===== src/rtl/coi2_pkg.sv =====
// Shared types and constants for the CoI2 decimation-filter conversion sequencer.
`timescale 1ns/1ps
package coi2_pkg;

    localparam int COI2_DW        = 32;
    localparam int COI2_OSR_W     = 16;
    localparam int COI2_FLUSH_LEN = 1;

    typedef enum logic [2:0] {
        S_IDLE  = 3'd0,
        S_CLEAR = 3'd1,
        S_INTEG = 3'd2,
        S_FLUSH = 3'd3,
        S_CAPT  = 3'd4
    } coi2_state_e;

endpackage


===== src/rtl/coi2_osr_counter.sv =====
// Oversampling down-counter: load, decrement, terminal-count flag on the last bit.
`timescale 1ns/1ps
module coi2_osr_counter #(
    parameter int W = 16
) (
    input  logic         clk,
    input  logic         rst_n,
    input  logic         i_load,
    input  logic [W-1:0] i_load_val,
    input  logic         i_dec,
    output logic         o_tc
);

    logic [W-1:0] r_count;

    always_ff @(posedge clk or negedge rst_n) begin
        if (!rst_n) begin
            r_count <= '0;
        end else if (i_load) begin
            r_count <= i_load_val;
        end else if (i_dec && (r_count != '0)) begin
            r_count <= r_count - 1'b1;
        end
    end

    // Flag the cycle that gates the final modulator bit.
    assign o_tc = (r_count == W'(1));

endmodule


===== src/rtl/coi2_conv_ctrl.sv =====
// CoI2 conversion sequencer: clear, integrate osr bits, flush, capture, result handshake.
// Optional continuous mode (cont port) is enabled by defining COI2_CTRL_CONT_EN.
`timescale 1ns/1ps
module coi2_conv_ctrl
    import coi2_pkg::*;
#(
    parameter int DW    = COI2_DW,
    parameter int OSR_W = COI2_OSR_W
) (
    input  logic             clk,
    input  logic             rst_n,
    input  logic             i_start,
    input  logic [OSR_W-1:0] i_osr,
    input  logic             i_mod_bit,
    output logic             o_flt_clr,
    output logic             o_flt_din,
    input  logic [DW-1:0]    i_flt_dout,
    output logic             o_busy,
    output logic [DW-1:0]    o_res_data,
    output logic             o_res_valid,
    input  logic             i_res_ready,
    output logic             o_overrun
`ifdef COI2_CTRL_CONT_EN
    ,
    input  logic             i_cont
`endif
);

    // state | meaning
    // IDLE  | filter held clear, waiting for start
    // CLEAR | one-cycle filter clear, counter loaded with osr_q
    // INTEG | modulator bits gated into filter, counter decrementing
    // FLUSH | one zero bit so the second integrator absorbs the last first-stage value
    // CAPT  | filter output latched into the result register
    localparam logic [2:0] ST_IDLE  = S_IDLE;
    localparam logic [2:0] ST_CLEAR = S_CLEAR;
    localparam logic [2:0] ST_INTEG = S_INTEG;
    localparam logic [2:0] ST_FLUSH = S_FLUSH;
    localparam logic [2:0] ST_CAPT  = S_CAPT;

    logic [2:0]       r_state;
    logic [2:0]       w_state_nxt;
    logic [OSR_W-1:0] r_osr_q;
    logic [OSR_W-1:0] w_osr_eff;
    logic [DW-1:0]    r_res_data;
    logic             r_res_valid;
    logic             r_overrun;
    logic             w_tc;
    logic             w_cont;

`ifdef COI2_CTRL_CONT_EN
    assign w_cont = i_cont;
`else
    assign w_cont = 1'b0;
`endif

    assign w_osr_eff = (i_osr == '0) ? OSR_W'(1) : i_osr;

    coi2_osr_counter #(
        .W (OSR_W)
    ) u_osr_counter (
        .clk        (clk),
        .rst_n      (rst_n),
        .i_load     (r_state == ST_CLEAR),
        .i_load_val (r_osr_q),
        .i_dec      (r_state == ST_INTEG),
        .o_tc       (w_tc)
    );

    always_comb begin
        w_state_nxt = r_state;
        case (r_state)
            ST_IDLE:  if (i_start) w_state_nxt = ST_CLEAR;
            ST_CLEAR: w_state_nxt = ST_INTEG;
            ST_INTEG: if (w_tc) w_state_nxt = ST_FLUSH;
            ST_FLUSH: w_state_nxt = ST_CAPT;
            ST_CAPT:  w_state_nxt = w_cont ? ST_CLEAR : ST_IDLE;
            default:  w_state_nxt = ST_IDLE;
        endcase
    end

    always_ff @(posedge clk or negedge rst_n) begin
        if (!rst_n) begin
            r_state     <= ST_IDLE;
            r_osr_q     <= '0;
            r_res_data  <= '0;
            r_res_valid <= 1'b0;
            r_overrun   <= 1'b0;
        end else begin
            r_state <= w_state_nxt;
            if ((r_state == ST_IDLE) && i_start) begin
                r_osr_q <= w_osr_eff;
            end
            // A capture always wins over acceptance, so valid stays high on a coincident handshake.
            if (r_state == ST_CAPT) begin
                r_res_data  <= i_flt_dout;
                r_res_valid <= 1'b1;
                if (r_res_valid && !i_res_ready) begin
                    r_overrun <= 1'b1;
                end
            end else if (r_res_valid && i_res_ready) begin
                r_res_valid <= 1'b0;
            end
        end
    end

    assign o_flt_clr   = (r_state == ST_IDLE) || (r_state == ST_CLEAR);
    assign o_flt_din   = (r_state == ST_INTEG) ? i_mod_bit : 1'b0;
    assign o_busy      = (r_state != ST_IDLE);
    assign o_res_data  = r_res_data;
    assign o_res_valid = r_res_valid;
    assign o_overrun   = r_overrun;

endmodule


===== config.mk =====
export PLATFORM = sky130hd
export DESIGN_NAME = coi2_conv_ctrl
export DESIGN_NICKNAME = d
export VERILOG_FILES = /design/src/rtl/coi2_pkg.sv /design/src/rtl/coi2_osr_counter.sv /design/src/rtl/coi2_conv_ctrl.sv
export SDC_FILE = /design/constraint.sdc
export NUM_CORES = 1
export LEC_CHECK = 0
export ABC_AREA = 1
export CAP_MARGIN = 20
export CORE_UTILIZATION = 48
export DETAILED_ROUTE_END_ITERATION = 8
export PLACE_DENSITY = 0.79
export SLEW_MARGIN = 10
export SYNTH_ARGS = -nofsm -noshare
export SYNTH_HDL_FRONTEND = slang
export SYNTH_SLANG_ARGS = --single-unit

===== constraint.sdc =====
create_clock -name clk -period 1.65 [get_ports clk]
set_input_delay 0.495 -clock clk [delete_from_list [all_inputs] [get_ports clk]]
set_output_delay 0.495 -clock clk [all_outputs]
set_load 0.03 [all_outputs]

; ---- Yosys cells after proc, flatten, opt, wreduce, memory -nomap -nowiden
; Cells that the tools add are included.
[word_totals]
input_bits = 53
register_bits = 69
elab_cells = 37
output_inout_bits = 37
[classes]
n_addsub = 1
n_eq_ne = 7
muxes = 9
reduce_logical = 14
[op_table]
columns = cell, count
row1 = $mux 16, 3
row2 = $eq 16x1->1 const B, 1
row3 = $logic_not 16->1, 1
row4 = $reduce_bool 16->1, 1
row5 = $sub 16x1->16 const B, 1
row6 = $pmux 3 s4, 1
row7 = $eq 3x2->1 const B, 2
row8 = $mux 3, 2
row9 = $logic_and 1x1->1, 4
row10 = $ne 2x2->1 const B, 2
row11 = $reduce_and 2->1, 2
row12 = $reduce_bool 2->1, 2
row13 = $eq 3x1->1 const B, 1
row14 = $eq 3x3->1 const B, 1
row15 = $logic_not 3->1, 1
row16 = $mux 1, 3
row17 = $reduce_bool 3->1, 1
row18 = $logic_not 1->1, 1
row19 = $logic_or 1x1->1, 1

; ---- Logic depth before layout (Yosys ltp)
[depth]
ltp_word = 4
ltp_mapped = 10
depth_no_buf = 10

; ---- Hierarchy
; A second synthesis with hierarchy kept.
[hier_totals]
cells_unflattened = 439
hier_area_um2 = 3490.8
[by_module_without_submodules]
columns = mod, area_per_inst_um2, cells_per_inst, n_inst, seq_area_each_um2
row1 = coi2_conv_ctrl, 2213.4, 246, 1, 1326.3
row2 = coi2_osr_counter, 1277.5, 193, 1, 400.4

; ---- Worst setup path before layout
; Ideal clock, no wire load.
[synth_path]
path_kind = flip-flop to output port
startpoint = register r_state[1]
endpoint = output o_flt_clr
arrival_ns = 1.117
n_path_buf = 0
path_stages_with_launch = 4
required_ns = 1.155
path_slack_ns = 0.038
cell_sequence = dfrtp_1 > nor2_1 > nand2_1 > nand2_1
[synth_between]
elab_chain_cells = 2
elab_cells_between_ends = 3
cone_classes = eq/ne (1) / reduce/logical (2)
[synth_lines]
columns = element, line
row1 = from (decl), coi2_conv_ctrl.sv:41  ; logic [2:0] r_state;
row2 = from (signal assigned), coi2_conv_ctrl.sv:90  ; r_state <= w_state_nxt;
row3 = $eq 3x1->1 or $logic_not 3->1 (tied branches), coi2_conv_ctrl.sv:107  ; assign o_flt_clr = (r_state == ST_IDLE) || (r_state == ST_CLEAR);
row4 = $logic_or 1x1->1 (*), coi2_conv_ctrl.sv:107
row5 = to (decl), coi2_conv_ctrl.sv:15  ; output logic o_flt_clr,
; Mark *: on every way between the ends. The rest lies on a longest branch, timed or not.

; ---- Worst setup path in the final report
[layout_path]
startpoint = register r_state[2]
endpoint = output o_flt_din
[layout_between]
elab_chain_cells = 2
[layout_lines]
columns = element, line
row1 = $eq 3x2->1, coi2_conv_ctrl.sv:108  ; assign o_flt_din = (r_state == ST_INTEG) ? i_mod_bit : 1'b0;
row2 = $mux 1, coi2_conv_ctrl.sv:108
row3 = to (decl), coi2_conv_ctrl.sv:16  ; output logic o_flt_din,
; Every way passes these cells.

==> summary.md <==
| Metric | Value |
|---|---|
| Outcome | `complete, but fails checks` |
| Failing checks | `negative setup slack` |
| Synth-to-Final Area Change | `43.8%` |
| Max-slew headroom | `75.0%` |
| Clock Sinks | `69` |
| Final core area utilization | `71.1%` |
| R2r worst-path depth | `9` |
| CP most frequent cell | `buf_4` |
| Post-synthesis sequential area ratio | `51.4%` |
| Leak pwr | `about 2.5 nW` |
| Nature of the critical path endpoint | `output pin` |
| Hpwl dp | `5840 um` |
| Gr ovfl total | `0` |
| Placer Congestion | `roughly 0.9` |
| Switch share | `approximately 47%` |
| Mapped Cells | `between 400 and 500` |
| Critical path type | `reg2out` |
| PwrDens | `2080 nW/um2` |
| Count of state elements after synthesis | `69` |
| Fraction of registers with async set/reset | `100%` |
| Antenna cells | `0` |
| Most common cell in the netlist | `nand2_1` |
| Initial Util | `49.5%` |
| Num rows | `30` |
| Crit path DAT | `around 1.3 ns` |
| Power share of the clock group | `between 10% and 20%` |
| Final Slew Violations | `0` |
| Hold buffers post-CTS | `0` |
| MaxCap Viol Count | `0` |
| Vias per Instance | `roughly 5` |
| DR pass1 iterations | `5` |
| Reg2reg end | `u_osr_counter.r_count[0]` |
| Count of final setup violators | `3` |
| CTS Buffer Depth | `2` |
| CP Max Fanout | `3` |
| Setup ws final | `-0.148 ns` |
| Mapped Area | `3360 um2` |
| Seq. cell area | `1730 um2` |
| Max Fclk | `~0.56 GHz` |
| Tightest Pin Transition | `0.375 ns` |
| Port Buffers | `between 80 and 90` |
| Leading area contributor after synthesis | `dfrtp_1` |
| GRT Resource Usage Total | `24.3%` |
| Final WL | `8720 um` |
| Detailed Route Iter0 Violations | `about 240` |
| Critical path required time | `1.15 ns` |
| Largest net degree at the start of global routing | `70` |
| Post-synth EDFFs | `0` |
| Per-cell routed wire length | `around 13 um` |
| Multi-input gate area | `1510 um2` |
| Core area | `just under 7000 um2` |
| R2R Setup Slk | `0.05 ns` |
| Gate power share | `57.0%` |
| Post-synth top cells | `nand2_1 (201), dfrtp_1 (69), nor2_1 (38), inv_1 (35), o21ai_0 (24)` |
| Fill count | `~550` |
| Share of the synthesized area in the top cell type | `about 51%` |
| Count of cell types in the netlist | `27` |
| H-tree level count | `3` |
| Period utilisation layout | `109%` |
| Mean post-synth cell area | `7.66 um2` |
| Worst reg2reg startpoint | `u_osr_counter.r_count[8]` |
| Nets@finish | `609` |
| CTS tree | `done` |
| Clock Latency Late Sink | `0.33 ns` |
| Clock root buffer | `clkbuf_8` |
| Worst-case vdd ir drop | `1.23 mV` |
| # DRC | `0` |
| Reg clk slew, reported paths | `0.06 ns` |
| Synthesized Nets | `494` |
| Global-route wire length before repair | `roughly 14000 um` |
| Int Power | `5.36 mW` |
| TritonCTS buffer count | `9` |
| Power consumption | `10.1 mW` |
| Hold WC Path Type | `in2async` |
| Die area | `7340 um2` |
| Chip width | `85.7 um` |
| Psw | `4.69 mW` |
| Final min period | `1.80 ns` |
| Antenna Nets Post-Route | `0` |
| Vias in the first global route | `about 3200` |
| Main synth FF type | `dfrtp_1` |
| Reg power frac | `30.7%` |
| CP Cell Sequence | `buf_4 -> nor2_4 -> nand2_2 -> nor2_1 -> buf_4` |
| Clock Skews | `roughly 0.011 ns` |
| Ratio of cells with drive above 1 in the final layout | `14.8%` |
| Initial antenna violation count | `0` |
| Setup crit start kind | `flop` |
| Setup repair after global routing missed its margin | `yes` |
| Slowest stage delay, CP | `0.39 ns` |
| Vias | `between 3000 and 4000` |
| I/O Pins | `90` |
| Final Hold Viols | `0` |
| Slowest CP cell | `dfrtp_1` |
| Hold Slack | `between 0.15 and 0.2 ns` |
| Yosys warns | `0` |
| Die height | `85.7 um` |
| Area contributors post-synth | `dfrtp_1 (51%), nand2_1 (22%), nor2_1 (4.2%), inv_1 (3.9%), o21ai_0 (3.6%)` |
-- worst max-delay path: cells and delay by family, from the launching register on --
kind | cells | cell delay, ns
and+or+nand+nor | 3 | 0.27
buffers and inverters | 2 | 0.32
DFF | 1 | 0.39
-- state kept, by name, summed over array words and instances (netlist names) --
name	flops
o_overrun	1
o_res_data	32
o_res_valid	1
r_osr_q	16
r_state	3
u_osr_counter.r_count	16
-- layout make-up --
type / count / share of cell area, %
Clock inverter: 3 / 0.414
Clock buffer: 13 / 3.29
Sequential cell: 69 / 35.7
Tap cell: 96 / 2.49
Inverter: 37 / 2.98
Timing Repair Buffer: 117 / 23.9
Multi-Input combinational cell: 320 / 31.2
-- stage by stage --
step | setup TNS [ns] | area [um2] | cells | setup WS, ns
final | -0.269 | 4830 | 655 | -0.148
after global routing | -0.477 | 4830 | 655 | -0.212
after CTS | -0.411 | 4680 | 647 | -0.138
after detailed placement | -0.143 | 4460 | 626 | -0.0803
after global placement | -0.125 | 4460 | 626 | -0.0866
after floorplan | 0 | 3360 | 439 | 0.0379
-- worst max path at each step --
| stage | cells past startpoint | startpoint | to | slack [ns] |
|---|---|---|---|---|
| after floorplan | 3 | r_state[1] | o_flt_clr | 0.04 |
| after global placement | 4 | i_mod_bit | o_flt_din | -0.09 |
| after detailed placement | 4 | i_mod_bit | o_flt_din | -0.08 |
| after CTS | 3 | r_state[0] | o_busy | -0.14 |
| after global routing | 5 | r_state[2] | o_flt_din | -0.21 |
| final | 5 | r_state[2] | o_flt_din | -0.15 |
-- power groups by stage --
stage,Clock (mW),Sequential [mW],Combinational [mW]
2_1_floorplan,0,3.84,2.58
3_3_place_gp,0,3.06,5.12
3_5_place_dp,0,3.07,5.28
4_1_cts,1.27,3.06,5.23
5_1_grt,1.33,3.19,6.28
6_report,1.23,3.09,5.73
-- kinds of logic after synthesis --
| kind of cell | after synthesis | share of synthesized area (%) |
|---|---|---|
| simple gates | 282 | 35.8 |
| fa+ha+maj | 2 | 0.744 |
| compound gates | 35 | 5.66 |
| buf+inv | 51 | 6.44 |
| flops | 69 | 51.4 |
-- timing repair --
item | CTS | global route
setup endpoints to repair | 37 | 26
resized for setup | 49 | 23
cloned | 0 | 3
buffers inserted | 5 | 7
pin swaps | 2 | 3
-- cells in the final DEF, fill, tap and decap left out, types with 2 or more instances in the layout --
| cell | instances |
|---|---|
| clkdlybuf4s50_1 | 51 |
| clkbuf_16 | 2 |
| buf_12 | 5 |
| inv_1 | 32 |
| nand3_1 | 16 |
| nand2_1 | 195 |
| buf_4 | 20 |
| dlygate4sd2_1 | 27 |
| nand3_2 | 4 |
| a21oi_1 | 2 |
| buf_6 | 3 |
| o21ai_2 | 3 |
| or2_2 | 3 |
| nand2_4 | 5 |
| inv_4 | 2 |
| nand2_8 | 2 |
| nor2_1 | 37 |
| inv_2 | 3 |
| nand3b_1 | 3 |
| clkinvlp_4 | 2 |
| clkbuf_1 | 2 |
| buf_2 | 2 |
| nand2_2 | 6 |
| nor2_4 | 5 |
| clkdlybuf4s15_1 | 6 |
| o21ai_0 | 23 |
| clkbuf_8 | 11 |
| nand4_1 | 4 |
| o21ai_1 | 5 |
| dfrtp_1 | 69 |
-- per-layer routing --
layer | vias to the layer above | track usage [%] | wire, um
met4 | 0 | 9.39 | 159
met2 | 142 | 40.4 | 4280
li1 | 1584 | - | -
met3 | 14 | 8.66 | 796
met5 | - | 0 | 0
met1 | 1515 | 29.1 | 3490
Power figures use the tool's default switching activity.
